**src/rtl/pipe_pkg.sv**
```systemverilog
// Shared pipeline definitions: IF/ID FSM encoding, NOP encoding and the
// register-field positions used by hazard and forwarding logic.
package pipe_pkg;

  typedef enum logic [1:0] {
    RUN   = 2'd0,
    STALL = 2'd1,
    FLUSH = 2'd2
  } if_id_state_t;

  localparam logic [31:0] NOP_INSTR = 32'h0;

  localparam int RS_MSB = 25;
  localparam int RS_LSB = 21;
  localparam int RT_MSB = 20;
  localparam int RT_LSB = 16;

endpackage

```
**src/rtl/load_use_detect.sv**
```systemverilog
// Purely combinational load-use compare between the EX-stage load target
// and the source registers of the instruction sitting in ID.
module load_use_detect (
  input  logic       valid,
  input  logic       mem_read,
  input  logic [4:0] rt_ex,
  input  logic [4:0] rs_id,
  input  logic [4:0] rt_id,
  output logic       hazard
);

  // $0 is never a real dependency, and a squashed slot reads nothing.
  assign hazard = valid && mem_read && (rt_ex != 5'd0) &&
                  ((rt_ex == rs_id) || (rt_ex == rt_id));

endmodule

```
**src/rtl/if_id_hazard_stage.sv**
```systemverilog
// IF/ID pipeline register with load-use stall and branch/jump flush control.
// Optional IF_ID_PERF_CNT_EN adds StallCount/FlushCount performance counters.
module if_id_hazard_stage
  import pipe_pkg::*;
#(
  parameter int LOAD_STALL_CYCLES = 1,
  parameter int FLUSH_DEPTH       = 1
) (
  input  logic        Clk,
  input  logic        Rst,
  input  logic [31:0] Instruction_in,
  input  logic [31:0] PCAdder_in,
  input  logic        MemRead_EX,
  input  logic [4:0]  AddressRt_EX,
  input  logic        Flush_in,
  output logic [31:0] Instruction_out,
  output logic [31:0] PCAdder_out,
  output logic        Valid_out,
  output logic        PCWrite,
  output logic        Bubble
`ifdef IF_ID_PERF_CNT_EN
  ,
  output logic [31:0] StallCount,
  output logic [31:0] FlushCount
`endif
);

  localparam logic [2:0] STALL_RELOAD = 3'(LOAD_STALL_CYCLES - 1);
  localparam logic [1:0] FLUSH_RELOAD = 2'(FLUSH_DEPTH - 1);

  if_id_state_t state_q, state_d;
  logic [2:0]   stall_cnt_q, stall_cnt_d;
  logic [1:0]   flush_cnt_q, flush_cnt_d;
  logic         hazard;
  logic         do_load;
  logic         do_nop;

  load_use_detect u_load_use_detect (
    .valid    (Valid_out),
    .mem_read (MemRead_EX),
    .rt_ex    (AddressRt_EX),
    .rs_id    (Instruction_out[RS_MSB:RS_LSB]),
    .rt_id    (Instruction_out[RT_MSB:RT_LSB]),
    .hazard   (hazard)
  );

  // Flush outranks everything, including a stall already in progress.
  always_comb begin
    state_d     = state_q;
    stall_cnt_d = stall_cnt_q;
    flush_cnt_d = flush_cnt_q;
    PCWrite     = 1'b1;
    Bubble      = 1'b0;
    do_load     = 1'b0;
    do_nop      = 1'b0;

    if (Flush_in) begin
      do_nop      = 1'b1;
      Bubble      = 1'b1;
      stall_cnt_d = 3'd0;
      if (FLUSH_DEPTH > 1) begin
        state_d     = FLUSH;
        flush_cnt_d = FLUSH_RELOAD;
      end else begin
        state_d     = RUN;
        flush_cnt_d = 2'd0;
      end
    end else begin
      case (state_q)
        RUN: begin
          if (hazard) begin
            PCWrite = 1'b0;
            Bubble  = 1'b1;
            if (LOAD_STALL_CYCLES > 1) begin
              state_d     = STALL;
              stall_cnt_d = STALL_RELOAD;
            end
          end else begin
            do_load = 1'b1;
          end
        end
        STALL: begin
          PCWrite = 1'b0;
          Bubble  = 1'b1;
          if (stall_cnt_q <= 3'd1) begin
            state_d     = RUN;
            stall_cnt_d = 3'd0;
          end else begin
            stall_cnt_d = stall_cnt_q - 3'd1;
          end
        end
        FLUSH: begin
          do_nop = 1'b1;
          if (flush_cnt_q <= 2'd1) begin
            state_d     = RUN;
            flush_cnt_d = 2'd0;
          end else begin
            flush_cnt_d = flush_cnt_q - 2'd1;
          end
        end
        default: state_d = RUN;
      endcase
    end
  end

  always_ff @(posedge Clk or negedge Rst) begin
    if (!Rst) begin
      state_q     <= RUN;
      stall_cnt_q <= 3'd0;
      flush_cnt_q <= 2'd0;
    end else begin
      state_q     <= state_d;
      stall_cnt_q <= stall_cnt_d;
      flush_cnt_q <= flush_cnt_d;
    end
  end

  // Squashed slots still advance the PC+4 so the register tracks fetch.
  always_ff @(posedge Clk or negedge Rst) begin
    if (!Rst) begin
      Instruction_out <= NOP_INSTR;
      PCAdder_out     <= 32'd0;
      Valid_out       <= 1'b0;
    end else if (do_nop) begin
      Instruction_out <= NOP_INSTR;
      PCAdder_out     <= PCAdder_in;
      Valid_out       <= 1'b0;
    end else if (do_load) begin
      Instruction_out <= Instruction_in;
      PCAdder_out     <= PCAdder_in;
      Valid_out       <= 1'b1;
    end
  end

`ifdef IF_ID_PERF_CNT_EN
  always_ff @(posedge Clk or negedge Rst) begin
    if (!Rst) begin
      StallCount <= 32'd0;
      FlushCount <= 32'd0;
    end else begin
      if (!PCWrite) StallCount <= StallCount + 32'd1;
      if (Flush_in) FlushCount <= FlushCount + 32'd1;
    end
  end
`endif

endmodule

```
**config.mk**
```make
export PLATFORM = sky130hd
export DESIGN_NAME = if_id_hazard_stage
export DESIGN_NICKNAME = d
export VERILOG_FILES = /design/src/rtl/pipe_pkg.sv /design/src/rtl/load_use_detect.sv /design/src/rtl/if_id_hazard_stage.sv
export SDC_FILE = /design/constraint.sdc
export NUM_CORES = 1
export LEC_CHECK = 0
export ABC_AREA = 1
export ABC_CLOCK_PERIOD_IN_PS = 1700
export CAP_MARGIN = 5
export CORE_UTILIZATION = 42
export CTS_BUF_LIST = sky130_fd_sc_hd__clkbuf_8
export DETAILED_ROUTE_END_ITERATION = 10
export PLACE_DENSITY = 0.82
export SYNTH_ARGS = -nofsm -noshare
export SYNTH_HDL_FRONTEND = slang
export SYNTH_SLANG_ARGS = --single-unit
```
**constraint.sdc**
```tcl
create_clock -name Clk -period 1.7 [get_ports Clk]
set_clock_uncertainty 0.2 [all_clocks]
set_input_delay 0.34 -clock Clk [delete_from_list [all_inputs] [get_ports Clk]]
set_output_delay 0.34 -clock Clk [all_outputs]
set_load 0.05 [all_outputs]
```
==> results of run 1 <==
worst max-delay path by stage:
stage,slack (ps),startpoint,to,cells after the start
after detailed placement,-560,AddressRt_EX[0],Instruction_out[27],10
after CTS,-390,Instruction_out[22],PCWrite,8
after floorplan,-130,Instruction_out[19],Bubble,9
final,-400,Instruction_out[16],Bubble,8
after global placement,-500,AddressRt_EX[1],PCWrite,9
after global routing,-500,Instruction_out[16],Bubble,8
metal layers:
layer / part of all wire (%) / vias up / track usage [%]
met2: 52 / 132 / 43.9
met5: 0 / - / 0
met1: 39 / 1491 / 34.6
met4: 2.4 / 0 / 10.0
met3: 6.7 / 20 / 6.45
li1: - / 1458 / -
logic make-up after synthesis:
| family | after synthesis | share of synthesized area (%) |
|---|---|---|
| flops | 65 | 55.1 |
| buf+inv | 43 | 7.79 |
| xor+xnor | 2 | 0.593 |
| simple gates | 230 | 36.6 |
worst register-to-register path: cells and delay by family, from the launching register on:
kind / cells / cell delay [ps]
AND/OR/NAND/NOR: 7 / 760
flip-flops: 1 / 410
buffers and inverters: 3 / 400
area by class of cell:
class	instances	share of cell area, %
Clock buffer	9	2.24
Clock inverter	7	1.02
Inverter	13	0.883
Multi-Input combinational cell	232	20.6
Sequential cell	65	29.7
Tap cell	96	2.17
Timing Repair Buffer	170	43.4
power breakdown:
part | switching (mW) | leakage, nW | internal [mW]
clock | 0.581 | 0.107 | 0.654
combinational | 0.639 | 1.78 | 0.611
sequential | 0.0985 | 0.784 | 1.64
total | 1.32 | 2.67 | 2.90
sequential cells by signal (all words and copies together), names as in the netlist:
| name | count |
|---|---|
| Instruction_out | 32 |
| Valid_out | 1 |
| PCAdder_out | 32 |
layout by cell type, fill, tap and decap left out:
cell type / count
sky130_fd_sc_hd__inv_1: 10
sky130_fd_sc_hd__nand2_1: 116
sky130_fd_sc_hd__dlygate4sd3_1: 1
sky130_fd_sc_hd__buf_8: 3
sky130_fd_sc_hd__clkinv_2: 3
sky130_fd_sc_hd__buf_4: 19
sky130_fd_sc_hd__nand2_4: 2
sky130_fd_sc_hd__dfrtp_1: 55
sky130_fd_sc_hd__buf_12: 69
sky130_fd_sc_hd__nand4_1: 64
sky130_fd_sc_hd__nand3_1: 35
sky130_fd_sc_hd__nand3_2: 1
sky130_fd_sc_hd__nand2_8: 1
sky130_fd_sc_hd__buf_2: 1
sky130_fd_sc_hd__clkbuf_16: 3
sky130_fd_sc_hd__nor2_2: 2
sky130_fd_sc_hd__dfrtp_2: 10
sky130_fd_sc_hd__nand3_4: 1
sky130_fd_sc_hd__clkbuf_8: 9
sky130_fd_sc_hd__bufinv_16: 1
sky130_fd_sc_hd__nor2_1: 8
sky130_fd_sc_hd__inv_2: 6
sky130_fd_sc_hd__buf_6: 3
sky130_fd_sc_hd__clkdlybuf4s50_1: 66
sky130_fd_sc_hd__xnor2_1: 2
sky130_fd_sc_hd__dlygate4sd2_1: 5
stage by stage:
stage	TNS, ps	cell area, µm²	instances	total power [mW]	setup WS, ps
floorplan	-219	3000	340	2.25	-127
global placement	-31720	5140	566	2.94	-504
detailed placement	-34540	5140	566	2.96	-560
CTS	-3370	5330	583	4.20	-386
global route	-13280	5530	592	4.39	-500
finish	-5600	5530	592	4.22	-401
synthesized netlist by cell type:
master / number
sky130_fd_sc_hd__buf_1: 4
sky130_fd_sc_hd__nand4_1: 64
sky130_fd_sc_hd__nand2_1: 117
sky130_fd_sc_hd__inv_1: 8
sky130_fd_sc_hd__buf_6: 7
sky130_fd_sc_hd__buf_2: 13
sky130_fd_sc_hd__xnor2_1: 2
sky130_fd_sc_hd__nand2_2: 2
sky130_fd_sc_hd__clkbuf_1: 6
sky130_fd_sc_hd__inv_2: 5
sky130_fd_sc_hd__nand3_2: 1
sky130_fd_sc_hd__nor2_1: 10
sky130_fd_sc_hd__nand3_1: 36
sky130_fd_sc_hd__dfrtp_1: 65
what timing repair did:
action,in CTS,in global routing
resized for setup,9,15
pin swaps,2,8
cloned,0,6
endpoints found under the hold margin,65,0
buffers inserted,4,5
hold buffers,1,0
setup endpoints to repair,66,66
==> impl_metrics.json, run 1 <==
{
  "design.portCount": 140,
  "fillers": 386,
  "synthesis.area_mm2": 0.00295,
  "p_per_area_mw_per_mm2": 764,
  "worstPathRequired_ps": 1160,
  "fin_max_slew_vios": 0,
  "ir_drop_v": 0.000583,
  "drt-pass1-iter-count": 4,
  "syn_avg_cell_area_um2": 8.69,
  "worst_path_dominant_cell_family": "simple AND/OR/NAND/NOR gates",
  "cp.buffers_inverters": 1,
  "first_global_vias": 3012,
  "syn-instance-count": 340,
  "netlist.area_leader.share_pct": 55.1,
  "final.setup.worst_slack_ps": -401,
  "route.detailed.vias_per_inst": 5.24,
  "die_area_mm2": 0.00737,
  "final_hold_viol_count": 0,
  "hold-worst-slack_ps": 330,
  "antenna_cells_inserted": 0,
  "holdCritStartpoint": "PCAdder_in[15]",
  "cts.htree.levels": 3,
  "multi_input_area_mm2": 0.00114,
  "critical_path.reg2reg.endpoint": "Instruction_out[15]",
  "timing.fmax_mhz": 476,
  "finalSetupViolCount": 66,
  "route.vias.total": 3101,
  "critical_path.most_common_cell": "sky130_fd_sc_hd__nor2_1",
  "ant_nets": 0,
  "timing.max_slew.rel_slack_pct": 73.6,
  "critical_path_start_end_classification": "reg2out",
  "yosys-top-cells-area": "sky130_fd_sc_hd__dfrtp_1 55%, sky130_fd_sc_hd__nand2_1 15%, sky130_fd_sc_hd__nand4_1 14%",
  "floorplan.die.width_um": 85.9,
  "hold_path_depth": 3,
  "rows": 30,
  "tritoncts": "yes",
  "routed_wire_length_um": 9930,
  "timing.hold.worst.class": "in2reg",
  "io_buffers": 139,
  "worstPathCellList": "nor2_1 > nor2_1 > nor2_1 > nand3_1 > nand2_4 > nand2_4 > nand2_8 > buf_12",
  "synth.yosys.warnings": 0,
  "cts-root-buf": "sky130_fd_sc_hd__clkbuf_8",
  "p_leak_nw": 2.67,
  "chipHeight_um": 85.9,
  "rrSetupSlack_ps": -140,
  "drc": 0,
  "grt_setup_unrepaired": "yes",
  "globalRouteOverflowTotal": 0,
  "cts_sinks": 65,
  "initial_utilization_pct": 43.5,
  "failed_checks": "negative setup slack",
  "endpoint_kind": "primary output",
  "final.period_utilization_pct": 124,
  "outcome": "finished, violations left",
  "antenna_violations_before_repair": 0,
  "fp.coreArea_mm2": 0.00679,
  "worstSkewPairLatency_ps": 340,
  "gr-usage-all-layers_pct": 26.8,
  "startpoint_type": "flop",
  "timing.hold.worst_endpoint": "PCAdder_out[15]",
  "cts_inserted_buffers": 9,
  "flow.area_growth_from_synthesis_pct": 87.1,
  "critPathMaxFanout": 4,
  "worstRegToRegCells": 10,
  "dpl.hpwl_um": 6380,
  "clkTransAtPathRegs_ps": 70,
  "crit_path_top_delay_cell": "sky130_fd_sc_hd__dfrtp_2",
  "synth_register_bits": 65,
  "synth_top_area_cell": "sky130_fd_sc_hd__dfrtp_1",
  "drive_above_1_share_pct": 27.0,
  "route.detailed.wl_per_inst_um": 16.8,
  "r2r_start": "Instruction_out[16]",
  "finalNetCount": 564,
  "max-cap-violations": 0,
  "grt_start_max_net_pins": 66,
  "gpl.final_weighted_congestion": 0.815,
  "timing.critical_path.arrival_ps": 1560,
  "drt-initial-drc-count": 197,
  "synth_nets": 413,
  "min_period_ps": 2100,
  "synth_cell_type_count": 14,
  "worst_slew_pin_slew_ps": 396,
  "max-clock-path-buffers": 2,
  "area.sequential_mm2": 0.00164,
  "synth_sequential_area_ratio_pct": 55.1,
  "global_route_wire_length_before_repair_um": 15100,
  "post-route-util_pct": 81.3,
  "cp_slowest_stage_delay_ps": 410
}
(Power assumes the default switching activity.)
==> run 2: changes to the inputs <==
Settings changed: ABC_AREA 1 to default.
==> run 2 against run 1 <==
The flow still finishes with violations (negative setup slack). Sequential share of layout area down 1.4 points. Maximum frequency down 11%. Via count down 22%. Highest routed layer unchanged. Core utilization up 3.6 points. Sequential cell count unchanged. Setup slack worse by 250 ps. Die area up 0.75%. Combinational power about the same.
==> impl_metrics.json, run 2 <==
{
  "drt-pass1-iter-count": 4,
  "fp.coreArea_mm2": 0.00683,
  "r2r_start": "Instruction_out[20]",
  "place_inst": 475,
  "worstPathRequired_ps": 1160,
  "final_hold_viol_count": 0,
  "gpl.final_weighted_congestion": 0.763,
  "die_area_mm2": 0.00743,
  "ranking_of_synthesized_cells_by_instance_count": "66 x sky130_fd_sc_hd__nand2_1, 65 x sky130_fd_sc_hd__dfrtp_1, 32 x sky130_fd_sc_hd__mux2i_1, 30 x sky130_fd_sc_hd__mux2_4, 10 x sky130_fd_sc_hd__xor2_1",
  "syn_avg_cell_area_um2": 12.9,
  "failed_checks": "negative setup slack",
  "met2_usage_grt_pct": 44.9,
  "gr-usage-all-layers_pct": 25.9,
  "grt_setup_unrepaired": "yes",
  "critPathMaxFanout": 3,
  "finalNetCount": 478,
  "max-cap-violations": 0,
  "yosys-top-cells-area": "sky130_fd_sc_hd__dfrtp_1 55%, sky130_fd_sc_hd__mux2_4 15%, sky130_fd_sc_hd__mux2i_1 11%",
  "synthSimpleGateAreaFrac_pct": 11.7,
  "synth_sequential_area_ratio_pct": 54.6,
  "globalRouteOverflowTotal": 0,
  "cts_sinks": 65,
  "route.detailed.wl_per_inst_um": 17.9,
  "layout_commonest_cell": "sky130_fd_sc_hd__buf_12",
  "timing.fmax_mhz": 425,
  "drt-initial-drc-count": 141,
  "post_layout_nonfiller_instances": 506,
  "clkTransAtPathRegs_ps": 70,
  "floorplan.die.width_um": 86.2,
  "synth_register_bits": 65,
  "top_regs": "Instruction_out x32, PCAdder_out x32, Valid_out x1",
  "outcome": "finished, violations left",
  "fin_max_slew_vios": 0,
  "worstPathCellList": "xor2_2 > nor3_2 > a22oi_2 > nor3_4 > buf_6 > nand2_8 > buf_8",
  "tritoncts": "yes",
  "flow.area_growth_from_synthesis_pct": 94.9,
  "cts_inserted_buffers": 9,
  "synth.yosys.warnings": 0,
  "mostFrequentLayoutCells": "72 x sky130_fd_sc_hd__buf_12, 66 x sky130_fd_sc_hd__clkdlybuf4s50_1, 65 x sky130_fd_sc_hd__nand2_1, 57 x sky130_fd_sc_hd__dfrtp_1, 32 x sky130_fd_sc_hd__mux2_4",
  "synth_cell_type_count": 18,
  "crit_path_top_delay_cell": "sky130_fd_sc_hd__dfrtp_2",
  "portion_of_netlist_area_occupied_by_mux_cells_pct": 26.6,
  "design.portCount": 140,
  "route.vias.total": 2417,
  "gr-max-usage-layer": "met2",
  "startpoint_type": "flop",
  "first_global_vias": 2618,
  "cts-root-buf": "sky130_fd_sc_hd__clkbuf_8",
  "antenna_cells_inserted": 0,
  "endpoint_kind": "primary output",
  "synth_compound_area_share_pct": 0.420,
  "synthesis.area_mm2": 0.00298,
  "netlist.area_leader.share_pct": 54.6,
  "edff_count_synth": 0,
  "critical_path_start_end_classification": "reg2out",
  "cp_slowest_stage_delay_ps": 430,
  "drive_above_1_share_pct": 43.9,
  "p_leak_nw": 2.50,
  "final.period_utilization_pct": 139,
  "final.setup.worst_slack_ps": -656,
  "worstSkewPairLatency_ps": 330,
  "dpl.hpwl_um": 5670,
  "grt_start_max_net_pins": 66,
  "finalSetupViolCount": 67,
  "fillers": 354,
  "synth_most_common_cell": "sky130_fd_sc_hd__nand2_1",
  "timing.critical_path.arrival_ps": 1820,
  "max-clock-path-buffers": 2,
  "route.detailed.vias_per_inst": 4.78,
  "initial_utilization_pct": 43.6,
  "synth_nets": 303,
  "synth_async_sr_flop_share_pct": 100,
  "min_period_ps": 2360,
  "synth-xor-area-share_pct": 2.94,
  "chipHeight_um": 86.2,
  "syn-instance-count": 230,
  "rows": 30,
  "timing.critical_path.from": "Instruction_out[20]",
  "synth_ff_type": "sky130_fd_sc_hd__dfrtp_1",
  "rrSetupSlack_ps": -540,
  "global_route_wire_length_before_repair_um": 14400,
  "drc": 0,
  "ant_nets": 0,
  "p_per_area_mw_per_mm2": 744,
  "antenna_violations_before_repair": 0,
  "timing.hold.worst.class": "in2async",
  "global_route.usage.met3_pct": 5.81,
  "grt_met1_use_pct": 30.7,
  "fin_tns_setup_ps": -28190,
  "largest_family_of_logic_cells_by_synthesized_area": "multiplexers",
  "synth_top_area_cell": "sky130_fd_sc_hd__dfrtp_1",
  "synth_adder_area_share_pct": 0,
  "cts.htree.levels": 3,
  "routed_wire_length_um": 9060,
  "timing.max_slew.rel_slack_pct": 74.8,
  "worst_slew_pin_slew_ps": 378,
  "ir_drop_v": 0.000577,
  "io_buffers": 139
}
## run 2: where the power goes
group,switching [mW],internal (mW)
Combinational,0.569,0.648
Clock,0.642,0.720
Sequential,0.101,1.63
Total,1.31,3.00
## run 2: cell type report
| class | instances | area [µm²] | share of cell area [%] |
|---|---|---|---|
| inverter | 1 | 3.75 | 0.0647 |
| multi-input combinational | 151 | 1330 | 22.9 |
| timing repair buffer | 177 | 2510 | 43.2 |
| clock buffer | 10 | 138 | 2.37 |
| sequential | 65 | 1640 | 28.2 |
| clock inverter | 6 | 66.3 | 1.14 |
| tap | 96 | 120 | 2.07 |
## run 2: through the flow
stage,total power [mW],utilization [%],hold slack (ps),cell area (µm²),worst slack [ps]
floorplan,2.23,-,-156,3020,-528
global placement,2.91,77.3,186,5280,-837
detailed placement,2.93,77.3,183,5280,-862
CTS,4.29,84.4,340,5760,-719
global route,4.48,84.9,362,5800,-707
finish,4.32,84.9,339,5800,-656
## run 2: what timing repair did
item	4_1_cts	5_1_grt
pin swaps	5	4
hold buffers	1	0
cloned	5	0
buffers inserted	8	5
endpoints found under the setup margin	66	66
endpoints found under the hold margin	65	0
resized for setup	23	15
## run 2: path summary, 6_finish.rpt
check                                      endpoint  depth (start not counted)
worst max-delay path                        PCWrite                          7
worst min-delay path            Instruction_out[21]                          3
worst max register to register       PCAdder_out[6]                          8
worst min register to register      PCAdder_out[16]                          1
max in group asynchronous       Instruction_out[24]                          3
min in group Clk                Instruction_out[10]                          3
## run 2: cells by family (layout without fill, tap and decap cells)
| family | after synthesis | count (layout) |
|---|---|---|
| buf+inv | 14 | 194 |
| simple gates | 76 | 76 |
| mux | 64 | 64 |
| compound gates | 1 | 1 |
| xor+xnor | 10 | 10 |
| flops | 65 | 65 |
## run 2: worst max-delay path: cells and delay by family, from the launching register on
| kind | cells | cell delay, ps |
|---|---|---|
| AOI/OAI and AO/OA | 1 | 110 |
| xor gates and xnor gates | 1 | 160 |
| buffers and inverters | 2 | 320 |
| DFF | 1 | 430 |
| and+or+nand+nor | 3 | 470 |
## run 2: layer usage
metal / part of all wire, % / routed length (µm)
met1: 38 / 3480
met2: 53 / 4780
met3: 5.5 / 500
met4: 3.3 / 300
met5: 0 / 0
